### src/rtl/bcd_pkg.sv
`default_nettype none
// ============================================================================
// Module      : bcd_pkg
// Description : Shared types and constants for the sequential binary-to-BCD
//               converter (bin2bcd_seq) and its digit-adjust cell.
//               Contents: FSM state enum, BCD digit width, add-3 threshold
//               and adjustment value used by double dabble.
// Revision    : 1.0 - initial release
// ============================================================================
package bcd_pkg;

  localparam int         BCD_DIGIT_W = 4;
  localparam logic [3:0] ADD3_THRESH = 4'd5;
  localparam logic [3:0] BCD_ADJ     = 4'd3;

  typedef enum logic [1:0] {
    IDLE  = 2'd0,
    ADD   = 2'd1,
    SHIFT = 2'd2,
    DONE  = 2'd3
  } state_e;

endpackage : bcd_pkg
`default_nettype wire

### src/rtl/bcd_digit_adj.sv
`default_nettype none
// ============================================================================
// Module      : bcd_digit_adj
// Description : Combinational double-dabble digit correction. Adds 3 to a
//               BCD digit that is 5 or more, so that the following left
//               shift carries correctly into the next decimal digit.
// Ports       : digit_in  [3:0] - BCD digit before correction
//               digit_out [3:0] - corrected digit
// Revision    : 1.0 - initial release
// ============================================================================
module bcd_digit_adj
  import bcd_pkg::*;
(
  input  logic [BCD_DIGIT_W-1:0] digit_in,
  output logic [BCD_DIGIT_W-1:0] digit_out
);

  assign digit_out = (digit_in >= ADD3_THRESH) ? (digit_in + BCD_ADJ) : digit_in;

endmodule : bcd_digit_adj
`default_nettype wire

### src/rtl/bin2bcd_seq.sv
`default_nettype none
// ============================================================================
// Module      : bin2bcd_seq
// Description : Handshaked sequential binary-to-BCD converter (double dabble).
//               Converts a BIN_W-bit unsigned or two's-complement value into
//               DIGITS packed BCD digits plus sign and overflow flags.
//               One ADD and one SHIFT cycle per input bit.
// Parameters  : BIN_W  - input width (>= 4)
//               DIGITS - number of BCD output digits (>= 1)
//               SIGNED - 1: bin_in is two's complement, 0: unsigned
// Ports       : clk, rst_n (async, active-low)
//               start/bin_in  - request, accepted while in_ready=1
//               in_ready      - high only when idle
//               out_valid     - one-cycle pulse when results update
//               bcd_out       - packed BCD, digit 0 in [3:0]
//               neg_out       - result negative
//               ovf_out       - magnitude >= 10^DIGITS, bcd_out truncated
//               blank_out     - leading-zero blank mask
// Options     : BIN2BCD_BLANK_EN - when defined, blank_out is driven with the
//               leading-zero mask; otherwise it is tied to zero.
// Revision    : 1.0 - initial release
// ============================================================================
module bin2bcd_seq
  import bcd_pkg::*;
#(
  parameter int BIN_W  = 12,
  parameter int DIGITS = 4,
  parameter int SIGNED = 1
) (
  input  logic                        clk,
  input  logic                        rst_n,
  input  logic                        start,
  input  logic [BIN_W-1:0]            bin_in,
  output logic                        in_ready,
  output logic                        out_valid,
  output logic [BCD_DIGIT_W*DIGITS-1:0] bcd_out,
  output logic                        neg_out,
  output logic                        ovf_out,
  output logic [DIGITS-1:0]           blank_out
);

  localparam int                BCD_W    = BCD_DIGIT_W * DIGITS;
  localparam int                CNT_W    = $clog2(BIN_W);
  localparam logic [CNT_W-1:0]  CNT_LOAD = CNT_W'(BIN_W - 1);

  state_e             state_q, state_d;
  logic [BIN_W-1:0]   mag_q, mag_d;
  logic [BCD_W-1:0]   digits_q, digits_d;
  logic [CNT_W-1:0]   cnt_q, cnt_d;
  logic               sign_q, sign_d;
  logic               ovf_int_q, ovf_int_d;
  logic               out_valid_q, out_valid_d;
  logic [BCD_W-1:0]   bcd_q, bcd_d;
  logic               neg_q, neg_d;
  logic               ovf_out_q, ovf_out_d;

  logic [BCD_W-1:0]   w_adj_digits;
  logic               w_neg_in;

  // Zero has a clear MSB, so it is never flagged negative.
  assign w_neg_in = (SIGNED != 0) && bin_in[BIN_W-1];

  for (genvar gi = 0; gi < DIGITS; gi++) begin : g_digit_adj
    bcd_digit_adj u_adj (
      .digit_in  (digits_q[gi*BCD_DIGIT_W +: BCD_DIGIT_W]),
      .digit_out (w_adj_digits[gi*BCD_DIGIT_W +: BCD_DIGIT_W])
    );
  end

  always_comb begin
    state_d     = state_q;
    mag_d       = mag_q;
    digits_d    = digits_q;
    cnt_d       = cnt_q;
    sign_d      = sign_q;
    ovf_int_d   = ovf_int_q;
    out_valid_d = 1'b0;
    bcd_d       = bcd_q;
    neg_d       = neg_q;
    ovf_out_d   = ovf_out_q;
    case (state_q)
      IDLE: begin
        if (start) begin
          // Two's-complement negation in BIN_W bits; the most-negative input
          // maps to 2^(BIN_W-1), which is the correct unsigned magnitude.
          mag_d     = w_neg_in ? (BIN_W'(0) - bin_in) : bin_in;
          sign_d    = w_neg_in;
          digits_d  = '0;
          ovf_int_d = 1'b0;
          cnt_d     = CNT_LOAD;
          state_d   = ADD;
        end
      end
      ADD: begin
        digits_d = w_adj_digits;
        state_d  = SHIFT;
      end
      SHIFT: begin
        {digits_d, mag_d} = {digits_q[BCD_W-2:0], mag_q, 1'b0};
        // A one leaving the top digit means the value reached 10^DIGITS;
        // the remaining digits keep the value modulo 10^DIGITS.
        ovf_int_d = ovf_int_q | digits_q[BCD_W-1];
        if (cnt_q == '0) begin
          state_d = DONE;
        end else begin
          cnt_d   = cnt_q - CNT_W'(1);
          state_d = ADD;
        end
      end
      DONE: begin
        bcd_d       = digits_q;
        neg_d       = sign_q;
        ovf_out_d   = ovf_int_q;
        out_valid_d = 1'b1;
        state_d     = IDLE;
      end
      default: state_d = IDLE;
    endcase
  end

  always_ff @(posedge clk or negedge rst_n) begin
    if (!rst_n) begin
      state_q     <= IDLE;
      mag_q       <= '0;
      digits_q    <= '0;
      cnt_q       <= '0;
      sign_q      <= 1'b0;
      ovf_int_q   <= 1'b0;
      out_valid_q <= 1'b0;
      bcd_q       <= '0;
      neg_q       <= 1'b0;
      ovf_out_q   <= 1'b0;
    end else begin
      state_q     <= state_d;
      mag_q       <= mag_d;
      digits_q    <= digits_d;
      cnt_q       <= cnt_d;
      sign_q      <= sign_d;
      ovf_int_q   <= ovf_int_d;
      out_valid_q <= out_valid_d;
      bcd_q       <= bcd_d;
      neg_q       <= neg_d;
      ovf_out_q   <= ovf_out_d;
    end
  end

`ifdef BIN2BCD_BLANK_EN
  logic [DIGITS-1:0] blank_q, blank_d;
  logic [DIGITS-1:0] w_blank;
  logic              w_zero_above;

  // Walk from the top digit down: a digit is blanked while it and every
  // digit above it are zero. Digit 0 is always shown; overflow shows all.
  always_comb begin
    w_zero_above = 1'b1;
    w_blank      = '0;
    for (int i = DIGITS - 1; i > 0; i--) begin
      w_zero_above = w_zero_above && (digits_q[i*BCD_DIGIT_W +: BCD_DIGIT_W] == '0);
      w_blank[i]   = w_zero_above && !ovf_int_q;
    end
  end

  always_comb begin
    blank_d = blank_q;
    if (state_q == DONE) begin
      blank_d = w_blank;
    end
  end

  always_ff @(posedge clk or negedge rst_n) begin
    if (!rst_n) begin
      blank_q <= '0;
    end else begin
      blank_q <= blank_d;
    end
  end

  assign blank_out = blank_q;
`else
  assign blank_out = '0;
`endif

  assign in_ready  = (state_q == IDLE);
  assign out_valid = out_valid_q;
  assign bcd_out   = bcd_q;
  assign neg_out   = neg_q;
  assign ovf_out   = ovf_out_q;

endmodule : bin2bcd_seq
`default_nettype wire

### config.mk
export PLATFORM = sky130hd
export DESIGN_NAME = bin2bcd_seq
export DESIGN_NICKNAME = d
export VERILOG_FILES = /design/src/rtl/bcd_pkg.sv /design/src/rtl/bcd_digit_adj.sv /design/src/rtl/bin2bcd_seq.sv
export SDC_FILE = /design/constraint.sdc
export NUM_CORES = 1
export LEC_CHECK = 0
export BUFFER_PORTS_ARGS = -buffer_cell sky130_fd_sc_hd__buf_2
export CAP_MARGIN = 10
export CORE_ASPECT_RATIO = 0.5
export CORE_UTILIZATION = 40
export DETAILED_ROUTE_END_ITERATION = 6
export SYNTH_ARGS = -nofsm -noshare
export SYNTH_HDL_FRONTEND = slang
export SYNTH_SLANG_ARGS = --single-unit
### constraint.sdc
create_clock -name clk -period 5 [get_ports clk]
set_input_delay 1 -clock clk [delete_from_list [all_inputs] [get_ports clk]]
set_output_delay 1 -clock clk [all_outputs]
set_load 0.1 [all_outputs]
==> impl_metrics.tcl <==
set metrics [dict create \
    status "complete, no violations" \
    tightest_slew_ns 0.921 \
    h-tree-depth 2 \
    cts-resized-gates 0 \
    nets 365 \
    drcViolationCount 0 \
    ios 39 \
    clock-sinks 55 \
    leakagePower_nw 1.60 \
    die_w_um 127 \
    fin_tns_setup_ns 0 \
    synth.yosys.seq_area_share_pct 43.8 \
    grt_pass1_vias 2242 \
    via_count 2339 \
    peakVddDrop_uv 190 \
    dp_hpwl_mm 4.31 \
    clock_path_buffers 2 \
    fill_cells 707 \
    routed_wl_mm 6.15 \
    holdWs_ns 0.488 \
    firstDrtPassIters 4 \
    wl_per_cell_um 13.9 \
    drt_iter0_drc 133 \
    hp-class "flip-flop to flip-flop" \
    overflow 0 \
    clkTransAtPathRegs_ns 0.07 \
    antenna_found_initial 0 \
    cap_viol_max_count 0 \
    final_hold_viol_count 0 \
    grt_pass1_wl_mm 10.5 \
    finalSetupViolCount 0 \
    cp-start-kind "flip-flop" \
    period_minus_slack_ns 2.72 \
    diodes 0 \
    synth_flop_cell "dfrtp_1" \
    final_common_cell "dfrtp_1" \
    skew_ns 0.00335 \
    yosys_warnings 0 \
    synth_compound_area_share_pct 17.9 \
    clk_latency_ns 0.28 \
    cts_made_buffers 5 \
    utilization_pct 47.3 \
    fin_cells 443 \
    worst-setup-path-type "flip-flop to output port" \
    io_buffers 34 \
    ys_async_sr_fraction_pct 100 \
    cp_max_fo 8 \
    synth_top_family_by_area "compound AO/OA/AOI/OAI gates" \
    synthCells 305 \
    worstPathRequired_ns 4.00 \
    initial_core_util_pct 42.2 \
    tritoncts "built" \
    timing.final.max_slew_violations 0 \
    syn-cell-area_um2 3140 \
    drive_gt1_share_pct 23.3 \
    placed_cell_area_um2 3390 \
    final.setup.worst_slack_ns 2.28 \
    synth_xor_xnor_area_share_pct 3.62 \
    fp.dieH_um 64.7 \
    grt_setup_unrepaired "no" \
    yosysUniqueCellTypes 43 \
    rows 22 \
    syn_area_per_cell_um2 10.3 \
    gp_congestion 0.782 \
    design_area_um2 3530 \
    end_kind "output port" \
    area_growth_pct 12.3 \
    synth_fa_ha_area_share_pct 6.37 \
    synthMuxAreaShare_pct 11.7 \
    root_buffer "clkbuf_16" \
    ys_seq_elements 55 \
    powerDensity_nw_per_um2 624 \
    ant_nets 0 \
    clock.fmax_mhz 368 \
    grt_usage_pct 16.0 \
    grt_max_degree 56 \
    crit_arrival_ns 1.72 \
    post-place-ws_ns 2.43 \
    slew_headroom_pct 38.6 \
    timing.final.crit_share_pct 54.3 \
    final_cell_mix "55 x dfrtp_1, 34 x buf_2, 27 x o21ai_0, 24 x nand2_1, 23 x mux2_2" \
    cts_hold_buf 0 \
    die-area_um2 8240 \
    cts_setup_buffers 0 \
    synth-edff-count 0 \
    power_mw 2.20 \
    viasPerCell 5.28 \
    dp.cells 435 \
    synth-simple-area-share_pct 10.3 \
    core_um2 7460 \
]
-- power breakdown --
| part | internal (mW) | leakage [nW] | switching (mW) |
|---|---|---|---|
| combinational | 0.356 | 0.820 | 0.821 |
| clock | 0.185 | 0.0658 | 0.157 |
| sequential | 0.583 | 0.715 | 0.104 |
-- cell type report --
class / instances / area (um^2) / area share (%)
clock buffers: 5 / 125 / 3.54
clock inverters: 3 / 20.0 / 0.567
inverters: 22 / 82.6 / 2.34
multi-input cells: 212 / 1590 / 45.1
flip-flops and latches: 55 / 1380 / 39.0
well taps: 108 / 135 / 3.83
repair buffers: 38 / 200 / 5.67
-- cells in the mapped netlist, types with 8 or more instances --
library cell | count | share of area [%]
dfrtp_1 | 55 | 44
o21ai_0 | 27 | 4.3
nand2_1 | 24 | 2.9
mux2_2 | 23 | 8.2
inv_1 | 21 | 2.5
ha_1 | 16 | 6.4
mux2i_1 | 11 | 3.5
nor2_1 | 11 | 1.3
nand2b_1 | 9 | 1.8
xnor2_1 | 9 | 2.5
a22oi_1 | 8 | 1.9
o41ai_1 | 8 | 2.2
-- state kept, by name, indices dropped and copies added (netlist names) --
register and cells:
cnt_q 4, ovf_int_q 1, mag_q 12, neg_out 1
bcd_out 16, digits_q 16, out_valid 1, ovf_out 1
sign_q 1, state_q 2
-- critical path: stages (launching register included) --
cell and delay [ns]:
dfrtp_1 0.41, inv_1 0.15, ha_1 0.38, buf_2 0.50
-- worst paths after layout --
kind | start | end | slack (ns) | cells after the start
max in group asynchronous | rst_n | bcd_out[12]$_DFFE_PN0P_ | 3.71 | 2
hold reg to reg | mag_q[5]$_DFFE_PN0P_ | mag_q[5]$_DFFE_PN0P_ | 0.49 | 2
setup / recovery | state_q[0]$_DFFE_PN0P_ | in_ready | 2.28 | 3
min in group asynchronous | rst_n | mag_q[10]$_DFFE_PN0P_ | 0.84 | 2
hold / removal | mag_q[5]$_DFFE_PN0P_ | mag_q[5]$_DFFE_PN0P_ | 0.49 | 2
setup reg to reg | state_q[0]$_DFFE_PN0P_ | cnt_q[1]$_DFFE_PN0P_ | 2.42 | 7
-- logic make-up (layout without fill, tap and decap cells) --
group,count (synthesis),count (layout)
AO/OA/AOI/OAI,80,80
AND/OR/NAND/NOR,65,65
flip-flops,55,55
buffers and inverters,41,68
multiplexers,34,34
adder cells (fa/ha/maj),16,16
XOR/XNOR,13,13
other,1,4
-- layer usage --
layer | share of wire, % | track usage [%]
met1 | 48 | 20.5
met5 | 0 | 0
met4 | 0.34 | 3.87
met3 | 3.4 | 3.06
met2 | 48 | 28.1
Note: power is estimated with default switching activity, not from simulation.
